File: config.mk
export PLATFORM = sky130hd
export DESIGN_NAME = irq_controller
export DESIGN_NICKNAME = d
export VERILOG_FILES = /design/src/rtl/irq_controller.sv
export SDC_FILE = /design/constraint.sdc
export NUM_CORES = 1
export LEC_CHECK = 0
export ABC_AREA = 1
export CAP_MARGIN = 20
export CORE_MARGIN = 2
export CORE_UTILIZATION = 35
export CTS_BUF_LIST = sky130_fd_sc_hd__clkbuf_2
export CTS_CLUSTER_SIZE = 30
export DETAILED_ROUTE_END_ITERATION = 10
export GPL_TIMING_DRIVEN = 1
export PLACE_DENSITY = 0.63
export RECOVER_POWER = 50
export REMOVE_ABC_BUFFERS = 1
export SLEW_MARGIN = 20
export SYNTH_ARGS = -nofsm -noshare
export SYNTH_HDL_FRONTEND = slang
export SYNTH_SLANG_ARGS = --single-unit
File: constraint.sdc
create_clock -name clk -period 3.1 [get_ports clk]
set_input_delay 0.93 -clock clk [delete_from_list [all_inputs] [get_ports clk]]
set_output_delay 0.93 -clock clk [all_outputs]
set_load 0.02 [all_outputs]
File: src/rtl/irq_controller.sv
// irq_controller: parametrised interrupt controller for the Sol-1 CPU.
// It synchronises the external IRQ pins and supports edge or level mode per
// channel. Channel 0 has the highest priority. The interrupt vector is
// VEC_BASE + (idx << VEC_SHIFT).
// Optional feature macro IRQ_NESTING_EN adds the in-service register, EOI
// handling and priority blocking behind the highest in-service channel.
module irq_controller #(
  parameter int unsigned NUM_IRQ     = 8,
  parameter int unsigned SYNC_STAGES = 2,
  parameter int unsigned VEC_BASE    = 0,
  parameter int unsigned VEC_SHIFT   = 1
) (
  input  logic               arst,
  input  logic               clk,
  input  logic [NUM_IRQ-1:0] irq_in,
  input  logic               mask_wr,
  input  logic               mode_wr,
  input  logic [NUM_IRQ-1:0] wdata,
  input  logic               int_enable,
  input  logic               vector_latch,
  input  logic               int_ack,
  input  logic               eoi,
  input  logic               clear_all,
  output logic               int_pending,
  output logic [7:0]         irq_vector,
  output logic [NUM_IRQ-1:0] irq_status,
  output logic [NUM_IRQ-1:0] irq_masks,
  output logic [NUM_IRQ-1:0] in_service
);

  localparam int unsigned IDX_W = $clog2(NUM_IRQ);

  if (NUM_IRQ < 2 || NUM_IRQ > 16) begin : g_chk_num
    $error("irq_controller: NUM_IRQ must be in 2..16");
  end
  if (SYNC_STAGES < 2) begin : g_chk_sync
    $error("irq_controller: SYNC_STAGES must be >= 2");
  end
  if (VEC_BASE + ((NUM_IRQ - 1) << VEC_SHIFT) > 255) begin : g_chk_vec
    $error("irq_controller: highest vector exceeds 255");
  end

  // Lowest set index; channel 0 is the highest priority.
  function automatic logic [IDX_W-1:0] lowest_set(input logic [NUM_IRQ-1:0] v);
    logic found;
    lowest_set = '0;
    found      = 1'b0;
    for (int unsigned i = 0; i < NUM_IRQ; i++) begin
      if (!found && v[i]) begin
        found      = 1'b1;
        lowest_set = IDX_W'(i);
      end
    end
  endfunction

  logic [NUM_IRQ-1:0] sync_q [SYNC_STAGES];
  logic [NUM_IRQ-1:0] prev_q;
  logic [NUM_IRQ-1:0] sync_s;
  logic [NUM_IRQ-1:0] pending_q, pending_d;
  logic [NUM_IRQ-1:0] mask_q, mode_q;
  logic [NUM_IRQ-1:0] ack_onehot, edge_set, edge_next;
  logic [NUM_IRQ-1:0] prio_ok, serviceable;
  logic [IDX_W-1:0]   latched_idx_q, serv_idx_d;
  logic [7:0]         irq_vector_q, vec_d;
  logic               int_pending_q;

  assign sync_s = sync_q[SYNC_STAGES-1];

  // Synchroniser chain plus one-cycle history for edge detection.
  always_ff @(posedge clk or posedge arst) begin
    if (arst) begin
      for (int unsigned k = 0; k < SYNC_STAGES; k++) sync_q[k] <= '0;
      prev_q <= '0;
    end else begin
      sync_q[0] <= irq_in;
      for (int unsigned k = 1; k < SYNC_STAGES; k++) sync_q[k] <= sync_q[k-1];
      prev_q <= sync_s;
    end
  end

  // Pending next state: a new edge beats an ack, and clear_all beats a new edge.
  // Level channels follow the synchronised input directly.
  always_comb begin
    ack_onehot = int_ack ? (NUM_IRQ'(1) << latched_idx_q) : '0;
    edge_set   = sync_s & ~prev_q;
    edge_next  = clear_all ? '0 : (edge_set | (pending_q & ~ack_onehot));
    pending_d  = (mode_q & sync_s) | (~mode_q & edge_next);
  end

`ifdef IRQ_NESTING_EN
  logic [NUM_IRQ-1:0] in_service_q, in_service_d;

  // In-service update: the EOI clear is applied before the ack set; clear_all overrides both.
  always_comb begin
    in_service_d = in_service_q;
    if (eoi && |in_service_q) in_service_d[lowest_set(in_service_q)] = 1'b0;
    if (int_ack) in_service_d[latched_idx_q] = 1'b1;
    if (clear_all) in_service_d = '0;
  end

  // Only channels strictly above the highest-priority in-service channel may be served.
  always_comb begin
    logic blocked;
    blocked = 1'b0;
    prio_ok = '0;
    for (int unsigned i = 0; i < NUM_IRQ; i++) begin
      blocked    = blocked | in_service_q[i];
      prio_ok[i] = ~blocked;
    end
  end

  // In-service register.
  always_ff @(posedge clk or posedge arst) begin
    if (arst) in_service_q <= '0;
    else      in_service_q <= in_service_d;
  end

  assign in_service = in_service_q;
`else
  logic unused_eoi;
  assign unused_eoi = eoi;
  assign prio_ok    = '1;
  assign in_service = '0;
`endif

  assign serviceable = pending_q & mask_q & prio_ok;
  assign serv_idx_d  = lowest_set(serviceable);
  assign vec_d       = 8'(VEC_BASE + (32'(serv_idx_d) << VEC_SHIFT));

  // Pending, mask/mode, request and vector registers.
  always_ff @(posedge clk or posedge arst) begin
    if (arst) begin
      pending_q     <= '0;
      mask_q        <= '0;
      mode_q        <= '0;
      int_pending_q <= 1'b0;
      latched_idx_q <= '0;
      irq_vector_q  <= '0;
    end else begin
      pending_q     <= pending_d;
      int_pending_q <= int_enable & (|serviceable);
      if (mask_wr) mask_q <= wdata;
      if (mode_wr) mode_q <= wdata;
      if (vector_latch && (|serviceable)) begin
        latched_idx_q <= serv_idx_d;
        irq_vector_q  <= vec_d;
      end
    end
  end

  assign int_pending = int_pending_q;
  assign irq_vector  = irq_vector_q;
  assign irq_status  = pending_q;
  assign irq_masks   = mask_q;

endmodule

### After elaboration in Yosys (flattened, before gate mapping)

Index checks and enable logic that the tools add are counted.

* input bits: 25
* register bits: 52

* shifts and indexed selects: 1
* muxes and demuxes: 16
* reduce and logical (&&, ||, !) cells: 16
* bitwise logic cells: 11

Operators by type and width (count)
* $and 8x8->8: 5
* $not 8->8: 3
* $mux 8: 2
* $or 8x8->8: 2
* $mux 3: 5
* $logic_and 1x1->1: 8
* $mux 1: 8
* $reduce_or 8->1: 1
* $shl 1x3->8 const A: 1
* $logic_not 1->1: 7
* $mux 2: 1
* $and 1x1->1: 1

### Longest topological paths before layout

Gate-level depths: netlist (run 1).

* depth after elaboration: 23
* mapped depth: 8

### Worst setup path after synthesis (run 1)

OpenSTA, ideal clock, no wires.

* kind: input to register
* start point: input port mask_wr
* end point: register mask_q[0] (netlist: irq_masks[0])
* setup time: 0.125 ns
* stages on the path: 2
* required time: 2.975 ns
* setup slack: 1.549 ns
* data arrival time: 1.426 ns
* path buffers: 1
* path through: buf_2 mux2_2

RTL lines
* from (decl): line 16 `input logic mask_wr,`
* to (signal assigned): line 142 `if (mask_wr) mask_q <= wdata;`
* to (decl): line 60 `logic [NUM_IRQ-1:0] mask_q, mode_q;`

No word-level cell between the ends.

### Worst setup path in the final report (run 1)

* start point: register irq_vector_q[1] (netlist: irq_vector[1])
* end point: output port irq_vector[1]

RTL lines
* from (decl): line 64 `logic [7:0] irq_vector_q, vec_d;`
* from (signal assigned): line 146 `irq_vector_q <= vec_d;`
* to (decl): line 25 `output logic [7:0] irq_vector,`

No word-level cell between the ends.

==> results of run 1 <==
[Yosys cell counts, drive strengths merged]
library cell | instances | share of area, %
a21boi | 1 | 0.37
a21oi | 1 | 0.25
buf | 15 | 5.4
conb | 1 | 0.19
dfrtp | 52 | 65
inv | 17 | 3.2
mux2 | 8 | 4.5
nand2 | 49 | 9.8
nand3 | 8 | 2.2
nand4 | 6 | 1.9
nor2 | 10 | 2.4
nor3 | 1 | 0.25
o21ai | 20 | 5.0
[how the worst min path moves through the flow]
stage / start / to
final: sync_q[12] / sync_s[4]
after global routing: sync_q[10] / sync_s[2]
after CTS: sync_q[12] / sync_s[4]
after detailed placement: sync_q[14] / sync_s[6]
after global placement: sync_q[8] / sync_s[0]
after floorplan: sync_q[8] / sync_s[0]
[state kept, by name, indices dropped and copies added (netlist names)]
| name | cells |
|---|---|
| sync_s | 8 |
| mode_q | 8 |
| prev_q | 8 |
| sync_q | 8 |
| irq_vector | 3 |
| irq_masks | 8 |
| int_pending | 1 |
| irq_status | 8 |
[through the flow]
stage / total power [uW] / cell area, sq um
2_1_floorplan: 965 / 1950
3_3_place_gp: 1110 / 2490
3_5_place_dp: 1120 / 2490
4_1_cts: 1370 / 2530
5_1_grt: 1440 / 2520
6_report: 1350 / 2520
[power breakdown]
part	total, uW	switching (uW)	internal, uW
sequential	787	47.0	740
combinational	310	175	135
clock	250	199	50.7
[final cells by class]
class | instances | share of cell area (%)
clock inverters | 3 | 0.545
well taps | 72 | 3.57
repair buffers | 46 | 17.8
flip-flops and latches | 52 | 51.6
inverters | 17 | 2.53
clock buffers | 5 | 0.992
multi-input cells | 117 | 23.0
[kinds of logic (layout without fill, tap and decap cells)]
logic type | after synthesis | in the layout | share of synthesized area (%)
muxes | 8 | 8 | 4.48
buffers and inverters | 32 | 71 | 8.52
other | 1 | 13 | 0.187
AOI/OAI and AO/OA | 22 | 22 | 5.60
DFF | 52 | 52 | 64.7
and+or+nand+nor | 74 | 74 | 16.5
[routing by layer]
layer,vias to the layer above,routed length (um)
li1,679,-
met1,650,1770
met2,41,1720
met3,6,261
met4,0,57
met5,-,0
==> flow_summary.ini, run 1 <==
[routing]
drtIter0Drc = 50
drc = 0
vias_per_cell = 4.41
dr.pass1.iters = 4
vias = 1376
wirelength_mm = 3.80
detail-route-antenna-nets = 0
routedWlPerCell_um = 12.2

[layout]
diodes = 0
multi_input_area_sq_um = 581
utilization_pct = 45.6
layout.nets = 264
final_cell_mix = 52 x dfrtp_1, 45 x nand2_1, 31 x clkdlybuf4s50_1, 20 x o21ai_0, 17 x inv_1
area_growth_pct = 25.5
stdcell_count = 312
drive_gt1_share_pct = 10.0
final_common_cell = dfrtp_1
regArea_sq_um = 1300
fillers = 545

[setup_path]
rr_startpoint = irq_status[4]
crit_end = irq_vector[1]
crit_path_max_fanout = 6
slowest_delay_ns = 0.64
crit_arrival_ns = 1.58
worstSetupStartpoint = irq_vector[1]
crit_type = flip-flop to primary output
crit_path_top_delay_cell = clkdlybuf4s50_1
reg2reg_to = irq_vector[2]
crit_path_cell_trace = clkdlybuf4s50_1
start_kind = flip-flop
ff2ff_setup_slack_ns = 1.90
critPathTopFamily = buffers and inverters
worst-path-buf-inv = 1
endpoint_kind = primary output
required_ns = 2.17
ff2ff_path_depth = 8
cp.depth = 1

[timing]
slew_violations = 0
fmax_mhz = 399
fin_ws_ns = 0.595
tightest_slew_ns = 1.16
relSlewSlack_pct = 22.3
fin_tns_setup_ns = 0
rsz0062_at_grt = no
min_period_ns = 2.51
period_share_pct = 80.8
hold_violations = 0
finalClockSkew_ns = 0.0159
finalSetupViolations = 0
timing.hold.ws_ns = 0.366

[clock_network]
postCtsHoldBufs = 0
cts-root-buf = clkbuf_2
cts.path.max_buffers = 2
postCtsSetupBuffers = 0
htreeDepth = 2
path_clk_slew_ns = 0.24
cts-resized-gates = 0
clkLatencyLatePin_ns = 0.43
cts_sinks = 52
numCtsBuffers = 5
cts_tree = built

[placement]
dp_hpwl_mm = 2.84
pre_cts_ws_ns = 0.884
placed_cells = 304
port_buffers = 43
routabilityCongestion = 0.902

[worst_hold_path]
hold_depth = 0
holdCritPathClass = flip-flop to flip-flop

[floorplanning]
row_count = 27
start_util_pct = 36.3
coreArea_sq_um = 5540
boundaryPins = 58
die_h_um = 79.8
fp.dieW_um = 79.8
die-area_sq_um = 6370

[global_route]
grtUsageTotal_pct = 13.2
grt-ovfl-total = 0
use_met1_pct = 17.1
antenna_found_initial = 0
grt_pass1_wl_mm = 6.22
grt_max_degree = 34
use_met2_pct = 19.9
grt_busiest_layer = met2
use_met3_pct = 5.43
grt_pass1_vias = 1318

[yosys]
yosysSeqAreaShare_pct = 64.7
synth.avg_cell_area_sq_um = 10.6
synth-seq-cells = 52
synth_cell_types = 18
yosysWarnings = 0
syn_area_sq_um = 2010
postSynthCellCount = 189

[power]
p_leak_uw = 0.00120
ir_worst_vdd_uv = 183
powerDensity_nw_per_um2 = 534

[run]
max-cap-violations = 0

[outcome]
status = finished clean
No activity file was read; power rests on OpenSTA's default activity.
==> run 2, diff against run 1 <==
==> constraint.sdc (replaced) <==
create_clock -name clk -period 2.6 [get_ports clk]
set_input_delay 0.78 -clock clk [delete_from_list [all_inputs] [get_ports clk]]
set_output_delay 0.78 -clock clk [all_outputs]
set_load 0.02 [all_outputs]
==> run 2 against run 1 <==
Setup slack worse by 0.34 ns. Worst hold slack worse by 0.0026 ns. Via count up 1.5%. Largest cell class unchanged.
==> flow_summary.ini, run 2 (synthesis gave the netlist of run 1 again) <==
[clock_network]
cts-resized-gates = 0
postCtsSetupBuffers = 0
path_clk_slew_ns = 0.25
cts.path.max_buffers = 2
cts_sinks = 52
postCtsHoldBufs = 0
cts_tree = built
htreeDepth = 2
numCtsBuffers = 5
clkLatencyLatePin_ns = 0.43
cts-root-buf = clkbuf_2

[run]
max-cap-violations = 0

[routing]
detail-route-antenna-nets = 0
routedWlPerCell_um = 12.5
vias_per_cell = 4.48
drc = 0
dr.pass1.iters = 4
wirelength_mm = 3.89
vias = 1397
drtIter0Drc = 86

[global_route]
grt_pass1_wl_mm = 6.58
grt_pass1_vias = 1410
grtUsageTotal_pct = 13.7
grt-ovfl-total = 0
grt_max_degree = 21
antenna_found_initial = 0

[layout]
layout.nets = 264
final_cell_mix = 52 x dfrtp_1, 44 x nand2_1, 34 x clkdlybuf4s50_1, 20 x o21ai_0, 17 x inv_1
diodes = 0
final_common_cell = dfrtp_1
fillers = 526
drive_gt1_share_pct = 10.4
area_growth_pct = 26.8

[timing]
relSlewSlack_pct = 40.0
slew_violations = 0
min_period_ns = 2.34
hold_violations = 0
period_share_pct = 90.1
fmax_mhz = 427
fin_tns_setup_ns = 0
finalClockSkew_ns = 0.0273
finalSetupViolations = 0
timing.hold.ws_ns = 0.363
tightest_slew_ns = 0.901
rsz0062_at_grt = no

[setup_path]
endpoint_kind = primary output
crit_arrival_ns = 1.56
worst-path-buf-inv = 1
start_kind = flip-flop
slowest_delay_ns = 0.64
critPathTopFamily = buffers and inverters
crit_path_cell_trace = clkdlybuf4s50_1
crit_path_top_delay_cell = clkdlybuf4s50_1
crit_type = flip-flop to primary output
crit_path_max_fanout = 6
required_ns = 1.82

[placement]
dp_hpwl_mm = 2.92
port_buffers = 43
routabilityCongestion = 0.905

[worst_hold_path]
holdCritPathClass = flip-flop to flip-flop

[outcome]
status = finished clean

[power]
powerDensity_nw_per_um2 = 672
total_power_uw = 1710
p_leak_uw = 0.00121
ir_worst_vdd_uv = 281

[floorplanning]
fp.dieW_um = 79.8
row_count = 27
start_util_pct = 36.3
die-area_sq_um = 6370
die_h_um = 79.8
coreArea_sq_um = 5540
boundaryPins = 58
run 2: changes by cell type in the layout (fill, tap and decap cells not counted), sizes merged:
cell,previous run,this run
bufinv,0,1
clkdlybuf4s50,31,34
buf,2,1
clkbuf,6,8
dlygate4sd3,12,9
clkinv,3,1
run 2: final cells by class:
| class | instances | area (sq um) | share of cell area (%) |
|---|---|---|---|
| inverter | 17 | 63.8 | 2.50 |
| sequential | 52 | 1300 | 51.1 |
| clock inverter | 2 | 35.0 | 1.37 |
| tap | 72 | 90.1 | 3.53 |
| timing repair buffer | 46 | 445 | 17.5 |
| multi-input combinational | 117 | 583 | 22.9 |
| clock buffer | 6 | 30.0 | 1.18 |
run 2: path summary, 6_finish.rpt:
check                         startpoint             to  slack [ns]  cells after the start
max                        irq_vector[1]  irq_vector[1]        0.26                      1
min                            sync_q[8]      sync_s[0]        0.36                      0
max reg2reg                irq_status[4]  irq_vector[2]        1.39                      8
min reg2reg                    sync_q[8]      sync_s[0]        0.36                      0
max in group asynchronous           arst      prev_q[2]        0.48                      3
min in group asynchronous           arst   irq_masks[7]        0.86                      2
run 2: per-stage QoR:
step	util [%]	setup WS, ns	cell area [sq um]	cells
detailed placement	45.0	0.530	2490	304
global route	46.0	0.128	2550	312
floorplan	-	0.562	1950	186
global placement	45.0	0.526	2490	304
finish	46.0	0.258	2550	312
CTS	46.1	0.218	2560	312
run 2: layer usage:
metal  share of wire [%]  global-route usage [%]  wire length, um  vias up
li1                    -                       -                -      680
met1                  44                    17.9             1710      670
met2                  48                    21.8             1870       42
met3                 6.9                    3.39              267        5
met4                0.95                    5.59               37        0
met5                   0                       0                0        -
run 2: worst reg2reg max path: stages, from the launching register on:
cell	delay (ns)
dfrtp_1	0.47
nand2_1	0.14
nand2_1	0.08
nor2_1	0.13
nand2_1	0.10
nand2_2	0.08
nand2_1	0.05
nand2_1	0.06
inv_1	0.03
run 2: power by group:
part / switching [uW] / total, uW / internal, uW
Clock: 236 / 401 / 165
Sequential: 55.2 / 937 / 882
Combinational: 211 / 373 / 162
Total: 503 / 1710 / 1210
